## src/rtl/burst_sweep_bist.sv

```systemverilog
// Exhaustive burst-error sweep for the (42,32) burst-4 codec: one message is encoded, then
// every burst offset and 4-bit pattern is applied to the decoder and the result is compared.
module burst_sweep_bist #(
  parameter int N = 42,
  parameter int K = 32,
  parameter int B = 4
) (
  input  logic           clk,
  input  logic           rst,
  input  logic           start,
  input  logic           abort,
  input  logic [K-1:0]   msg_pattern,
  output logic [0:K-1]   enc_msg,
  input  logic [0:N-1]   enc_cw,
  output logic [0:N-1]   dec_cw,
  input  logic [0:K-1]   dec_msg,
  output logic           busy,
  output logic           done,
  output logic           result_valid,
  output logic           pass,
  output logic [15:0]    fail_count,
  output logic [5:0]     first_fail_offset,
  output logic [B-1:0]   first_fail_pattern
);

  localparam logic [5:0] LAST_OFFSET = 6'(N - B);

  typedef enum logic [2:0] {IDLE, LOAD, APPLY, CHECK, DONE} state_t;

  state_t         state;
  logic [0:N-1]   cw_reg;
  logic [0:N-1]   mask;
  logic [5:0]     offset;
  logic [B-1:0]   pattern;
  logic           mismatch;
  logic           last_vector;
  logic [15:0]    fail_next;

  // NOTE: every signal written here gets a default first, so no path leaves it unassigned
  // and no latch is inferred.
  always_comb begin
    // Index 0 is the leftmost bit of a [0:N-1] vector, so a right shift by offset moves
    // pattern[B-1] from index 0 to index offset, with the rest following in order.
    mask        = {pattern, {(N-B){1'b0}}} >> offset;
    mismatch    = (dec_msg != enc_msg);
    fail_next   = fail_count;
    if (mismatch && (fail_count != 16'hFFFF))
      fail_next = fail_count + 16'd1;
    last_vector = (offset == LAST_OFFSET) && (pattern == '1);
  end

  // NOTE: sequential state uses non-blocking assignments only, so every register samples
  // the pre-edge values regardless of statement order.
  always_ff @(posedge clk or posedge rst) begin
    if (rst) begin
      state              <= IDLE;
      enc_msg            <= '0;
      cw_reg             <= '0;
      dec_cw             <= '0;
      offset             <= '0;
      pattern            <= '0;
      busy               <= 1'b0;
      done               <= 1'b0;
      result_valid       <= 1'b0;
      pass               <= 1'b0;
      fail_count         <= '0;
      first_fail_offset  <= '0;
      first_fail_pattern <= '0;
    end else begin
      done <= 1'b0;
      case (state)
        IDLE, DONE: begin
          if (start) begin
            // Positional copy: msg_pattern[K-1] lands in enc_msg[0].
            enc_msg            <= msg_pattern;
            fail_count         <= '0;
            first_fail_offset  <= '0;
            first_fail_pattern <= '0;
            result_valid       <= 1'b0;
            pass               <= 1'b0;
            offset             <= '0;
            pattern            <= '0;
            busy               <= 1'b1;
            state              <= LOAD;
          end else begin
            state <= IDLE;
          end
        end
        LOAD: begin
          if (abort) begin
            busy  <= 1'b0;
            state <= IDLE;
          end else begin
            cw_reg <= enc_cw;
            state  <= APPLY;
          end
        end
        APPLY: begin
          if (abort) begin
            busy  <= 1'b0;
            state <= IDLE;
          end else begin
            dec_cw <= cw_reg ^ mask;
            state  <= CHECK;
          end
        end
        CHECK: begin
          if (abort) begin
            busy  <= 1'b0;
            state <= IDLE;
          end else begin
            fail_count <= fail_next;
            // The count never wraps, so zero means no failure has been recorded yet.
            if (mismatch && (fail_count == 16'd0)) begin
              first_fail_offset  <= offset;
              first_fail_pattern <= pattern;
            end
            if (pattern == '1) begin
              pattern <= '0;
              offset  <= offset + 6'd1;
            end else begin
              pattern <= pattern + 1'b1;
            end
            if (last_vector) begin
              busy         <= 1'b0;
              done         <= 1'b1;
              result_valid <= 1'b1;
              pass         <= (fail_next == 16'd0);
              state        <= DONE;
            end else begin
              state <= APPLY;
            end
          end
        end
        default: state <= IDLE;
      endcase
    end
  end

endmodule

```

## config.mk

```make
export PLATFORM = sky130hd
export DESIGN_NAME = burst_sweep_bist
export DESIGN_NICKNAME = d
export VERILOG_FILES = /design/src/rtl/burst_sweep_bist.sv
export SDC_FILE = /design/constraint.sdc
export NUM_CORES = 1
export LEC_CHECK = 0
export CORE_MARGIN = 2
export CORE_UTILIZATION = 49
export CTS_CLUSTER_DIAMETER = 150
export DETAILED_ROUTE_END_ITERATION = 7
export HOLD_SLACK_MARGIN = 0.08
export PLACE_DENSITY = 0.81
export SYNTH_ARGS = -nofsm -noshare
export SYNTH_HDL_FRONTEND = slang
export SYNTH_SLANG_ARGS = --single-unit
```

## constraint.sdc

```tcl
create_clock -name clk -period 7.1 [get_ports clk]
set_clock_uncertainty 0.15 [all_clocks]
set_input_delay 1.42 -clock clk [delete_from_list [all_inputs] [get_ports clk]]
set_output_delay 1.42 -clock clk [all_outputs]
set_load 0.05 [all_outputs]
```

# Word-level counts from Yosys, hierarchy flattened
# Cells that the tools add are included.
# op_classes
mul	0
eq_ne	15
add_sub_neg	3
n_shift	1
n_bitwise	2
n_mux	39
n_lt_le_gt_ge	0
reduce_logical	18
div_mod_pow	0
# ops
op	n
$mux 16	3
$shr 42x6->42	1
$xor 42x42->42	1
$logic_not 16->1	2
$ne 32x32->1	1
$pmux 16 s2	1
$mux 6	5
$pmux 6 s2	2
$mux 4	5
$add 16x1->16 const B	1
$ne 16x16->1 const B	1
$pmux 4 s2	2
$reduce_and 4->1	4
$mux 1	13
$pmux 3 s4	1
$ne 2x2->1 const B	5
$add 6x1->6 const B	1
$eq 3x2->1 const B	2
$eq 6x6->1 const B	1
$mux 3	2
$reduce_and 2->1	3
$add 4x1->4 const B	1
$eq 4x4->1 const B	1
$mux 2	2
13 further kinds	17
# word_totals
romBits	0
mem_bits_rw	0
n_memories	0
regBits	159
latchBits	0

# Longest topological paths before layout
# Gate-level depths: netlist of the first run.
# logic_depth
ltp_word	7
mapped_depth	11
ltp_nobuf	9

# Least setup slack after synthesis of the first run
# Ideal clock, no wire load.
# synth_path
kind	input port to flip-flop
from	input port dec_msg[8] in the netlist's numbering
to	register pass
arrival_time_ns	2.931
required_ns	6.847
n_path_buf	1
path_slack_ns	3.915
stages	8
cell_sequence	xnor2_1 > nand4_1 > nor4_4 > nand2_1 > buf_2 > a311oi_1 > a31oi_1 > o41ai_2
# synth_via
elab_chain_cells	7
# synth_rtl
item	line	source
start: declaration	16	input logic [0:K-1] dec_msg,
$ne 32x32->1	45	mismatch = (dec_msg != enc_msg);
$logic_and 1x1->1	47	if (mismatch && (fail_count != 16'hFFFF))
$mux 16	47	
$logic_not 16->1	128	pass <= (fail_next == 16'd0);
$mux 1	124	if (last_vector) begin
$mux 1	108	if (abort) begin
$pmux 1 s2	71	case (state)
end signal: assignment	128	
end: declaration	20	output logic pass,
# No other way between the ends. The select of a mux whose other input is x is not followed.
# A chain may end at the register's enable or synchronous reset.

# Worst setup path in the final report of the first run
# layout_path
from	input port abort
to	register pass
# layout_via
elab_chain_cells	2
# layout_rtl
item	line	source
start: declaration	11	input logic abort,
$ne 2x2->1 (no line)	-	
$reduce_and 4->1 (no line)	-	
# No other way between the ends.

==> results of run 1 <==
## cell type report
| cell class | instances | area (um^2) | share of cell area [%] |
|---|---|---|---|
| Clock buffer | 19 | 452.9 | 4.229 |
| Clock inverter | 13 | 126.4 | 1.180 |
| Multi-Input combinational cell | 592 | 3686 | 34.42 |
| Sequential cell | 158 | 3954 | 36.92 |
| Tap cell | 216 | 270.3 | 2.524 |
| Timing Repair Buffer | 220 | 2185 | 20.40 |
| Inverter | 8 | 35.03 | 0.3271 |
## report_power, final
| part | total, mW | switching [mW] | internal (mW) |
|---|---|---|---|
| Clock | 0.900 | 0.393 | 0.508 |
| Combinational | 1.94 | 1.20 | 0.741 |
| Sequential | 1.49 | 0.255 | 1.23 |
| Total | 4.33 | 1.85 | 2.48 |
## cells by family after synthesis
family	Yosys count
AND/OR/NAND/NOR	320
flip-flops	158
AO/OA/AOI/OAI	133
XOR/XNOR	85
buffers and inverters	54
multiplexers	49
adder cells (fa/ha/maj)	5
## synth_stat cells (all sizes together), types with 2 or more instances
cell type  number  area, um^2
and3           10       62.56
xor2           30       262.8
buf             8       37.54
ha              5       62.56
nor3           16       85.08
inv             8       30.03
o31ai           3       22.52
or2             4       25.02
nand3          16       90.09
a41oi           2       17.52
dfrtp         158        3954
clkbuf         38       145.1
a22oi           6       45.04
a21oi          14       73.82
nand2         188       705.7
or3             2       12.51
nor2b           5       31.28
a22o           11       96.34
o22ai           2       12.51
a31oi           3       18.77
nor2           36       135.1
nor4            6       82.58
and2            3       18.77
xnor2          55       481.7
nor4b           2       23.77
a211oi          3       22.52
o21ai          74       370.4
and4            4       35.03
mux2           43       484.2
o41ai           5       51.30
nand4          17       106.4
nand3b          3       22.52
mux2i           6       60.06
nand2b          5       31.28
a2111oi         3       33.78
## critical path, cell delays in order
cell	delay [ns]
clkdlybuf4s50_1	0.49
nand4bb_1	0.88
nor4_4	0.61
nand3b_1	0.12
nor3_1	0.22
nand3_1	0.11
o221a_2	0.27
o41ai_2	0.19
## layer usage
| layer | GRT usage (%) | routed length, um | vias to the layer above |
|---|---|---|---|
| li1 | - | - | 3150 |
| met1 | 34.70 | 9250 | 3245 |
| met2 | 41.02 | 10130 | 230 |
| met3 | 6.107 | 1427 | 44 |
| met4 | 10.01 | 565 | 0 |
| met5 | 0 | 0 | - |
## metrics by stage
stage | util, % | hold WS [ns] | power (mW) | worst slack, ns | cell area (um^2)
4_1_cts | 67.91 | 0.3340 | 4.363 | 2.960 | 10710
2_1_floorplan | - | 0.3511 | 2.789 | 1.267 | 7844
3_3_place_gp | 64.23 | 0.3106 | 3.402 | 2.656 | 10130
6_report | 67.91 | 0.3264 | 4.333 | 2.970 | 10710
5_1_grt | 67.91 | 0.3537 | 4.565 | 2.753 | 10710
3_5_place_dp | 64.23 | 0.3193 | 3.457 | 2.505 | 10130
## path summary, 6_finish.rpt
| kind | end | slack [ns] | cells past startpoint |
|---|---|---|---|
| setup / recovery | pass | 2.97 | 8 |
| hold / removal | dec_cw[2] | 0.33 | 2 |
| setup reg to reg | pass | 4.02 | 7 |
| hold reg to reg | dec_cw[2] | 0.33 | 2 |
| max in group asynchronous | enc_msg[6] | 4.14 | 3 |
| min in group asynchronous | dec_cw[41] | 1.42 | 2 |
==> flow_metrics.tcl, run 1 <==
set metrics [dict create \
    async_reset_ff_share_pct 100.0 \
    synth_ff_type "dfrtp_1" \
    synth.cell_area_um2 7844 \
    n_fill_cell 1268 \
    wl_mm 21.38 \
    synth.distinct_cells 55 \
    synth_fa_ha_area_share_pct 0.7976 \
    first_global_vias 6529 \
    min_from "dec_cw[2]" \
    mostFrequentLayoutCells "clkdlybuf4s50_1, nand2_1, dfrtp_1, o21ai_0, xnor2_1" \
    cp_max_fo 22 \
    setup_violations 0 \
    track_usage_pct 25.85 \
    cts_inserted_buffers 17 \
    syn_nets 919 \
    finalHoldViolCount 0 \
    gp_congestion 0.9046 \
    dp_hpwl_mm 15.16 \
    post_cts_resized 0 \
    peakVddDrop_uv 231.0 \
    ys_seq_area_share_pct 50.41 \
    io_pins 214 \
    cap_violations 0 \
    yosys_warnings 0 \
    cts_root_buf "clkbuf_16" \
    cts_tree "built" \
    cts.path.max_buffers 2 \
    cts_sinks 158 \
    num_vias 6669 \
    diodes 0 \
    worstPathRequired_ns 7.28 \
    layout.cells.non_filler 1226 \
    critPathLaunchType "primary input" \
    synth_xor_area_share_pct 9.491 \
    grt_max_degree 110 \
    fp.dieW_um 130.5 \
    ys_seq_elements 158 \
    critPathLaunch "abort" \
    yosys.area_share.simple_pct 19.09 \
    num_rows 46 \
    grt_pass1_wl_mm 33.93 \
    drt_iter0_markers 393 \
    grt.overflow.total 0 \
    synth-edff-count 0 \
    relSlewSlack_pct 24.69 \
    critPathKind "primary input to flip-flop" \
    final_common_cell "clkdlybuf4s50_1" \
    die_h_um 130.5 \
    hold_class "flip-flop to flip-flop" \
    tightest_slew_ns 1.127 \
    area_growth_syn_to_layout_pct 36.53 \
    initial_core_util_pct 49.74 \
    wl_per_cell_um 17.43 \
    powerDensity_nw_per_um2 404.6 \
    vias_per_cell 5.440 \
    dieArea_um2 17040 \
    status "complete, no violations" \
    drtPass1Iterations 5 \
    period_minus_slack_ns 4.130 \
    drc 0 \
    cts_setup_buffers 0 \
    rsz0062_at_grt "no" \
    slew_viol_final 0 \
    arrival_ns 4.31 \
    syn_area_per_cell_um2 9.756 \
    p_leak_nw 4.452 \
    antenna_found_initial 0 \
    muxShareOfSynthArea_pct 6.939 \
    synth-compound-area-share_pct 10.56 \
    clk_pin_slew_ns 0.07 \
    drive_gt1_share_pct 9.901 \
    clk_latency_ns 0.43 \
    r2r-start "done" \
    port_buffers 213 \
    ant_nets 0 \
    cp-end-kind "flip-flop" \
    cts.htree.levels 4 \
    layout.nets 1112 \
    core_area_um2 15770 \
    postCtsHoldBufs 0 \
    placed_cells 1194 \
    setup_tns_ns 0 \
    finalCritPeriodShare_pct 58.17 \
    netlist_instances 804 \
    synth_top_family_by_area "simple AND/OR/NAND/NOR gates" \
    max_freq_ghz 0.2421 \
]
Power figures use the tool's default switching activity.
==> inputs of run 2 (changes only) <==
clock period = 4.3 ns   (was 7.1 ns; I/O delays follow)
==> flow_metrics.tcl, run 2 (synthesized netlist as in run 1, its figures left out) <==
set metrics [dict create \
    final_common_cell "clkdlybuf4s50_1" \
    first_global_vias 6427 \
    wl_per_cell_um 17.77 \
    p_leak_nw 4.471 \
    drtPass1Iterations 5 \
    cts_inserted_buffers 17 \
    cp_max_fo 11 \
    die_h_um 130.5 \
    cp-end-kind "flip-flop" \
    slew_viol_final 0 \
    io_pins 214 \
    cts_tree "built" \
    area_growth_syn_to_layout_pct 37.34 \
    antenna_found_initial 0 \
    cts_sinks 158 \
    r2r_slack_ns 1.35 \
    drt_iter0_markers 528 \
    grt_pass1_wl_mm 33.68 \
    peakVddDrop_uv 348.2 \
    relSlewSlack_pct 25.25 \
    tightest_slew_ns 1.119 \
    finalCritPeriodShare_pct 73.66 \
    cap_violations 0 \
    worstPathRequired_ns 4.46 \
    hold_class "flip-flop to flip-flop" \
    num_rows 46 \
    fin_util_pct 68.31 \
    status "complete, no violations" \
    dp_hpwl_mm 15.36 \
    ant_nets 0 \
    setup_tns_ns 0 \
    drive_gt1_share_pct 9.881 \
    cts_root_buf "clkbuf_16" \
    mostFrequentLayoutCells "clkdlybuf4s50_1, nand2_1, dfrtp_1, o21ai_0, xnor2_1" \
    core_area_um2 15770 \
    setup_violations 0 \
    max_freq_ghz 0.3157 \
    fp.dieW_um 130.5 \
    arrival_ns 3.33 \
    period_minus_slack_ns 3.167 \
    port_buffers 213 \
    num_vias 6622 \
    clk_latency_ns 0.42 \
    vias_per_cell 5.393 \
    grt_max_degree 87 \
    dieArea_um2 17040 \
    initial_core_util_pct 49.74 \
    clk_pin_slew_ns 0.06 \
    powerDensity_nw_per_um2 670.9 \
    cts.htree.levels 4 \
    postCtsHoldBufs 0 \
    cts.path.max_buffers 2 \
    hold_ws_ns 0.3282 \
    critPathLaunchType "primary input" \
    wl_mm 21.83 \
    cts_setup_buffers 0 \
    rsz0062_at_grt "no" \
    finalHoldViolCount 0 \
    gp_congestion 0.9067 \
    critPathKind "primary input to flip-flop" \
    drc 0 \
    diodes 0 \
    layout.nets 1115 \
    post_cts_resized 0 \
    grt.overflow.total 0 \
    track_usage_pct 25.79 \
]
[run 2: cell count changes in the layout (fill, tap and decap cells not counted)]
cell and delta:
buf_4 +1, inv_6 -6, buf_12 +2, clkinv_4 -3, clkinvlp_4 +3, bufinv_16 +2
clkbuf_1 +2, clkinv_2 +1
[run 2: critical path, stage by stage]
cell and delay (ns):
clkdlybuf4s50_1 0.44, xnor2_1 0.23, nand4_1 0.24, nor4_4 0.45
a21oi_1 0.34, a211oi_1 0.30, o211ai_1 0.13, o41ai_2 0.33
[run 2: worst paths after layout]
path,from,depth (start not counted),endpoint
max,dec_msg[28],8,pass
max in group asynchronous,rst,3,cw_reg[22]
min reg2reg,dec_cw[37],2,dec_cw[37]
min in group asynchronous,rst,2,dec_cw[36]
max reg2reg,fail_count[0],8,fail_count[5]
min,dec_cw[37],2,dec_cw[37]
[run 2: cell type report]
| type | count | area (um^2) |
|---|---|---|
| multi-input combinational | 592 | 3686 |
| sequential | 158 | 3954 |
| clock inverter | 10 | 136.4 |
| timing repair buffer | 223 | 2232 |
| fill | 1226 | 4997 |
| clock buffer | 21 | 460.4 |
| inverter | 8 | 33.78 |
| tap | 216 | 270.3 |
[run 2: metal layers]
layer / vias up / share of wire [%] / GRT usage, %
li1: 3153 / - / -
met1: 3198 / 43 / 35.01
met2: 238 / 49 / 41.08
met3: 33 / 6.6 / 6.026
met4: 0 / 1.7 / 8.761
met5: - / 0 / 0
[run 2: per-stage QoR]
stage,cells,power [mW],setup WS (ns),area (um^2)
finish,1228,7.228,1.133,10770
global route,1228,7.575,0.9601,10770
CTS,1228,7.268,1.155,10770
detailed placement,1197,5.716,0.7254,10180
global placement,1197,5.633,0.8099,10180
floorplan,804,4.605,1.289,7848
[run 2: report_power, final]
group	switching (mW)	leakage [nW]	total, mW	internal [mW]
combinational	1.99	2.18	3.22	1.23
sequential	0.433	2.00	2.47	2.04
clock	0.599	0.285	1.54	0.940
total	3.02	4.47	7.23	4.21
==> inputs of run 3 (changes only) <==
clock period = 2.95 ns   (was 4.3 ns; I/O delays follow)
==> flow_metrics.tcl, run 3 (synthesized netlist as in run 1, its figures left out) <==
set metrics [dict create \
    cp-end-kind "flip-flop" \
    first_global_vias 6564 \
    rr_endpoint "pass" \
    hold_class "flip-flop to flip-flop" \
    hold_path_depth 2 \
    cts_inserted_buffers 17 \
    drtPass1Iterations 7 \
    n_fill_cell 1245 \
    wl_mm 21.66 \
    rsz0062_at_grt "no" \
    antenna_found_initial 0 \
    regArea_um2 3954 \
    mostFrequentLayoutCells "clkdlybuf4s50_1, nand2_1, dfrtp_1, o21ai_0, xnor2_1" \
    min_from "dec_cw[19]" \
    grt_max_degree 113 \
    dpl_worst_slack_ns -0.1992 \
    cts.path.max_buffers 2 \
    dp_hpwl_mm 15.52 \
    initial_core_util_pct 49.74 \
    finalCritPeriodShare_pct 94.35 \
    total_power_mw 10.59 \
    finalHoldViolCount 0 \
    holdPathEnd "dec_cw[19]" \
    status "complete, no violations" \
    max_freq_ghz 0.3593 \
    core_area_um2 15770 \
    setup_tns_ns 0 \
    layout.cells.non_filler 1247 \
    cap_violations 0 \
    track_usage_pct 26.05 \
    slew_viol_final 0 \
    powerDensity_nw_per_um2 966.8 \
    num_rows 46 \
    dieArea_um2 17040 \
    placed_cells 1215 \
    drive_gt1_share_pct 11.45 \
    vias_per_cell 5.427 \
    ant_nets 0 \
    drc 0 \
    gp_congestion 0.9566 \
    multiInputGateArea_um2 3699 \
    num_vias 6767 \
    final_common_cell "clkdlybuf4s50_1" \
    r2r-start "fail_count[1]" \
    grt.overflow.total 0 \
    relSlewSlack_pct 48.83 \
    cts_root_buf "clkbuf_16" \
    cp_max_fo 6 \
    area_growth_syn_to_layout_pct 39.69 \
    ff2ff_path_depth 9 \
    drt_iter0_markers 650 \
    port_buffers 213 \
    r2r_slack_ns 0.17 \
    die_h_um 130.5 \
    fp.dieW_um 130.5 \
    clk_pin_slew_ns 0.06 \
    critPathLaunchType "flip-flop" \
    io_pins 214 \
    cts_tree "built" \
    setup_violations 0 \
    cts.htree.levels 4 \
    peakVddDrop_uv 503.7 \
    postCtsHoldBufs 0 \
    p_leak_nw 4.576 \
    cts_sinks 158 \
    worst_slack_ns 0.1667 \
    layout.nets 1133 \
    worstPathRequired_ns 3.12 \
    arrival_ns 2.95 \
    tightest_slew_ns 0.7616 \
    clk_latency_ns 0.42 \
    wl_per_cell_um 17.37 \
    grt_pass1_wl_mm 34.32 \
    period_minus_slack_ns 2.783 \
    diodes 0 \
    critPathKind "flip-flop to flip-flop" \
]
[run 3: per-layer routing]
| metal | track usage, % | part of all wire, % |
|---|---|---|
| met3 | 5.782 | 7.2 |
| met2 | 41.36 | 47 |
| met5 | 0 | 0 |
| met1 | 35.62 | 43 |
| met4 | 9.074 | 2.3 |
[run 3: per-stage QoR]
stage          utilization [%]  hold WS [ns]  area [um^2]
3_3_place_gp             65.54        0.3101        10340
2_1_floorplan                -        0.3511         7848
3_5_place_dp             65.54        0.3155        10340
4_1_cts                  69.40        0.3340        10940
5_1_grt                  69.48        0.3557        10960
6_report                 69.48        0.3290        10960
[run 3: worst max-delay path, stage by stage, from the launching register on]
cell and delay, ns:
dfrtp_1 0.47, ha_1 0.32, and3_1 0.32, nand3_2 0.17, nor3_2 0.34, a2111oi_1 0.11, buf_4 0.17, xnor2_1 0.15
o211ai_1 0.15, o41ai_2 0.34
[run 3: area by class of cell]
class	count	share of cell area, %
sequential	158	36.09
inverter	8	0.3083
clock buffer	21	4.111
multi-input combinational	592	33.76
tap	216	2.467
clock inverter	11	1.439
timing repair buffer	241	21.83
[run 3: how the worst max path moves through the flow]
stage | start | endpoint | slack, ns | cells past startpoint
final | fail_count[1] | pass | 0.17 | 9
after global routing | fail_count[1] | fail_count[3] | 0.02 | 10
after CTS | fail_count[0] | first_fail_offset[5] | 0.18 | 7
after detailed placement | dec_msg[28] | pass | -0.20 | 9
after global placement | dec_msg[28] | pass | -0.08 | 9
after floorplan | fail_count[0] | pass | 0.16 | 9
[run 3: power breakdown]
| group | switching (mW) | total [mW] | internal, mW |
|---|---|---|---|
| logic | 2.92 | 4.76 | 1.83 |
| clock network | 0.895 | 2.26 | 1.37 |
| registers | 0.607 | 3.58 | 2.97 |
[run 3: what timing repair did]
item                                   4_1_cts  5_1_grt
resized for setup                            0        1
setup endpoints to repair                    0        1
endpoints found under the hold margin        0        0
buffers inserted                             0        0
